$ cat src/rtl/sum_chain_pipe.sv
// sum_chain_pipe: two-stage registered x=a+b, y=a+b+x_prev with valid/ready on both sides.
module sum_chain_pipe #(
  parameter int W  = 32,
  parameter int CW = 16
) (
  input  logic          clk,
  input  logic          rst,
  input  logic          clr,
  input  logic          in_valid,
  output logic          in_ready,
  input  logic [W-1:0]  a,
  input  logic [W-1:0]  b,
  output logic          out_valid,
  input  logic          out_ready,
  output logic [W-1:0]  x,
  output logic [W-1:0]  y,
  output logic [CW-1:0] out_count
);
  logic          live_q;
  logic          s1_valid_q, s1_valid_d, s2_valid_q, s2_valid_d;
  logic [W-1:0]  s1_a_q, s1_a_d, s1_b_q, s1_b_d, s1_x_q, s1_x_d, s1_xp_q, s1_xp_d;
  logic [W-1:0]  xp_q, xp_d, x_q, x_d, y_q, y_d;
  logic [CW-1:0] cnt_q, cnt_d;
  logic          s1_adv, acc, s2_load, deliver;
  logic [W-1:0]  sum;
  // live_q holds in_ready low during reset and until the first edge after release
  always_comb begin
    s1_adv     = !s2_valid_q | out_ready;
    in_ready   = live_q & !clr & (!s1_valid_q | s1_adv);
    acc        = in_valid & in_ready;
    s2_load    = s1_valid_q & s1_adv;
    deliver    = s2_valid_q & out_ready;
    sum        = a + b;
    s1_valid_d = clr ? 1'b0 : acc ? 1'b1 : s1_adv ? 1'b0 : s1_valid_q;
    s2_valid_d = clr ? 1'b0 : s2_load ? 1'b1 : out_ready ? 1'b0 : s2_valid_q;
    xp_d       = clr ? '0 : acc ? sum : xp_q;
    cnt_d      = clr ? '0 : deliver ? cnt_q + 1'b1 : cnt_q;
    s1_a_d     = acc ? a : s1_a_q;
    s1_b_d     = acc ? b : s1_b_q;
    s1_x_d     = acc ? sum : s1_x_q;
    s1_xp_d    = acc ? xp_q : s1_xp_q;
    x_d        = s2_load ? s1_x_q : x_q;
    y_d        = s2_load ? s1_a_q + s1_b_q + s1_xp_q : y_q;
  end
  always_ff @(posedge clk or posedge rst) begin
    if (rst) begin
      live_q     <= 1'b0;
      s1_valid_q <= 1'b0;
      s2_valid_q <= 1'b0;
      s1_a_q     <= '0;
      s1_b_q     <= '0;
      s1_x_q     <= '0;
      s1_xp_q    <= '0;
      xp_q       <= '0;
      x_q        <= '0;
      y_q        <= '0;
      cnt_q      <= '0;
    end else begin
      live_q     <= 1'b1;
      s1_valid_q <= s1_valid_d;
      s2_valid_q <= s2_valid_d;
      s1_a_q     <= s1_a_d;
      s1_b_q     <= s1_b_d;
      s1_x_q     <= s1_x_d;
      s1_xp_q    <= s1_xp_d;
      xp_q       <= xp_d;
      x_q        <= x_d;
      y_q        <= y_d;
      cnt_q      <= cnt_d;
    end
  end
  assign out_valid = s2_valid_q;
  assign x         = x_q;
  assign y         = y_q;
  assign out_count = cnt_q;
endmodule
$ cat config.mk
export PLATFORM = sky130hd
export DESIGN_NAME = sum_chain_pipe
export DESIGN_NICKNAME = d
export VERILOG_FILES = /design/src/rtl/sum_chain_pipe.sv
export SDC_FILE = /design/constraint.sdc
export NUM_CORES = 1
export LEC_CHECK = 0
export BUFFER_PORTS_ARGS = -buffer_cell sky130_fd_sc_hd__buf_2
export CORE_AREA = 3 3 158 221
export DETAILED_ROUTE_END_ITERATION = 12
export DIE_AREA = 0 0 161 224
export PLACE_DENSITY = 0.59
export SKIP_CTS_REPAIR_TIMING = 1
export SLEW_MARGIN = 25
export SYNTH_ARGS = -nofsm -noshare
export SYNTH_HDL_FRONTEND = slang
export SYNTH_SLANG_ARGS = --single-unit
export TNS_END_PERCENT = 10
$ cat constraint.sdc
create_clock -name clk -period 19.55 [get_ports clk]
set_clock_uncertainty 0.05 [all_clocks]
set_input_delay 3.91 -clock clk [delete_from_list [all_inputs] [get_ports clk]]
set_output_delay 3.91 -clock clk [all_outputs]
set_load 0.05 [all_outputs]
==> results_dict.tcl <==
set metrics [dict create \
    status "finished, final reports clean" \
    async_flop_share_pct 100 \
    cts_tree "built" \
    nNetsFinal 1758 \
    synth_area_leaders "dfrtp_1, nand2_1, ha_1, fa_1, a21oi_1" \
    num_rows 79 \
    die_h_um 224 \
    powerDensity_nw_per_um2 121 \
    cts_buffers 26 \
    syn_nets 1639 \
    cts_root_buffer "clkbuf_16" \
    pin_count 151 \
    crit_required_ps 15590 \
    cap_viol_max_count 0 \
    p_leak_nw 7.75 \
    synthToLayoutAreaGrowth_pct 15.0 \
    layout_setup_ws_ps 10520 \
    firstDrtPassIters 7 \
    end_kind "output port" \
    n_fill_cell 3293 \
    final_common_cell "nand2_1" \
    max_clock_freq_ghz 0.111 \
    grt_pass1_vias 10501 \
    synth_flop_cell "dfrtp_1" \
    layout_min_cycle_time_ps 9030 \
    htree_levels 1 \
    antenna_found_initial 1 \
    ir_worst_vdd_mv 0.0610 \
    grt_use_total_pct 18.9 \
    cts_sinks 243 \
    dieArea_um2 36100 \
    antenna_left 0 \
    ys_types 70 \
    port_buffers 150 \
    cts.clk_slew.worst_paths_ps 60 \
    syn_area_um2 13200 \
    clkLatencyLatePin_ps 540 \
    vias_per_cell 5.13 \
    die_x_um 161 \
    hp-start "xp_q[15]$_DFFE_PP0P_" \
    routed_wl_mm 34.5 \
    startpoint_type "input port" \
    core_um2 33200 \
    setup_tns_ps 0 \
    place_hpwl_mm 24.7 \
    globalplace.congestion 0.850 \
    crit_arrival_ps 5070 \
    yosysTopAreaCellShare_pct 46.1 \
    drive_gt1_share_pct 14.0 \
    path_class "input port to output port" \
    utilization_pct 45.6 \
    synth_area_leader_cell "dfrtp_1" \
    slew_viol_final 0 \
    drc_errors 0 \
    overflow 0 \
    final-setup-viol-count 0 \
    rsz0062_at_grt "false" \
    grt_pass1_wl_mm 56.0 \
    drt_first_iter_violations 672 \
    slew_headroom_pct 26.0 \
    grt_start_max_net_pins 108 \
    final_hold_viol_count 0 \
    syn_inst 1475 \
    period_share_pct 46.2 \
    ys_seq_elements 243 \
    r2r-start "s1_a_q[1]$_DFFE_PP0P_" \
    yosysWarnings 0 \
    max-clock-path-buffers 3 \
    fin_total_pwr_mw 1.83 \
    critPathLaunch "clr" \
    crit_fanout 32 \
    start_util_pct 39.7 \
    ys_seq_area_share_pct 46.1 \
    avgSynthCellArea_um2 8.94 \
    layout_common_cells "nand2_1, dfrtp_1, buf_2" \
    synth_edf_count 0 \
    wl_per_cell_um 16.7 \
    tightest_slew_ps 1080 \
    hp-class "flip-flop to flip-flop" \
    dp_slack_ps 10490 \
    vias 10548 \
]
cells by family (layout without fill, tap and decap cells):
family / after synthesis / after routing / share of synthesized area (%)
muxes: 10 / 10 / 0.797
buffers and inverters: 81 / 218 / 2.43
adders and majority gates: 95 / 95 / 10.9
xor gates and xnor gates: 52 / 52 / 3.45
and+or+nand+nor: 715 / 715 / 22.5
other: 1 / 2 / 0.0284
DFF: 243 / 243 / 46.1
AOI/OAI and AO/OA: 278 / 278 / 13.7
cell type report:
type,count,area (um^2),share of cell area [%]
clock buffers,37,763,5.03
repair buffers,156,796,5.25
multi-input cells,1151,6810,44.9
well taps,445,557,3.67
flip-flops and latches,243,6080,40.1
diodes,1,2.50,0.0165
inverters,16,67.6,0.446
clock inverters,9,85.1,0.561
registers in the layout, summed over array words and instances, names as in the netlist, 16 cells and up:
name / count
s1_a_q: 32
y: 32
s1_b_q: 32
x: 32
s1_x_q: 32
s1_xp_q: 32
out_count: 16
xp_q: 32
synthesized netlist by cell type, types with 3 or more instances:
library cell    n
nor2b_1         7
nand4_1        20
a22o_1          5
a31oi_1         5
nand2b_1        6
mux2_2          4
buf_4           3
nand3_1        29
buf_2           4
nand3b_1        3
o21ai_0        74
xnor2_1        26
or3_1           8
and2_1          6
inv_1          16
o21a_1          7
fa_1           33
and3_1         10
a21o_1         33
a211o_1         6
xor2_1         26
or2_2           4
nor2_1         57
o31ai_1        10
mux2i_1         6
ha_1           62
a21oi_1        85
o21bai_1        8
a2111oi_0       3
o211ai_1        6
nand2_1       536
a311oi_1        3
nor3_1         16
dfrtp_1       243
buf_1           8
a221oi_1        4
a211oi_1        6
clkbuf_1       50
worst max-delay path, cell delays in order:
cell and delay, ps:
buf_2 290, nand2b_1 230, a21oi_1 290, buf_2 340
stage by stage:
stage | std cells | cell area (um^2) | hold WS, ps
floorplan | 1475 | 13200 | 385
detailed placement | 2011 | 14300 | 397
global route | 2058 | 15200 | 438
global placement | 2011 | 14300 | 397
CTS | 2057 | 15100 | 413
finish | 2058 | 15200 | 414
metal layers:
layer / up-vias / GRT usage (%) / wire length, um
met5: - / 0 / 0
met4: 0 / 6.47 / 1060
met3: 66 / 3.05 / 1820
met2: 260 / 30.4 / 15900
met1: 5009 / 26.2 / 15700
li1: 5213 / - / -
final timing paths:
kind	cells past startpoint	endpoint	slack [ps]
max reg2reg	10	y[25]$_DFFE_PP0P_	16050
max in group asynchronous	4	xp_q[31]$_DFFE_PP0P_	13830
min reg2reg	2	s1_xp_q[15]$_DFFE_PP0P_	410
min in group asynchronous	2	s1_xp_q[3]$_DFFE_PP0P_	3410
min	2	s1_xp_q[15]$_DFFE_PP0P_	410
max	4	in_ready	10520
power by group:
part	leakage, nW	internal [mW]	switching, mW	total [mW]
sequential	3.14	0.603	0.0601	0.663
combinational	4.20	0.208	0.468	0.676
clock	0.410	0.285	0.207	0.492
total	7.75	1.10	0.735	1.83
(Power assumes the default switching activity.)
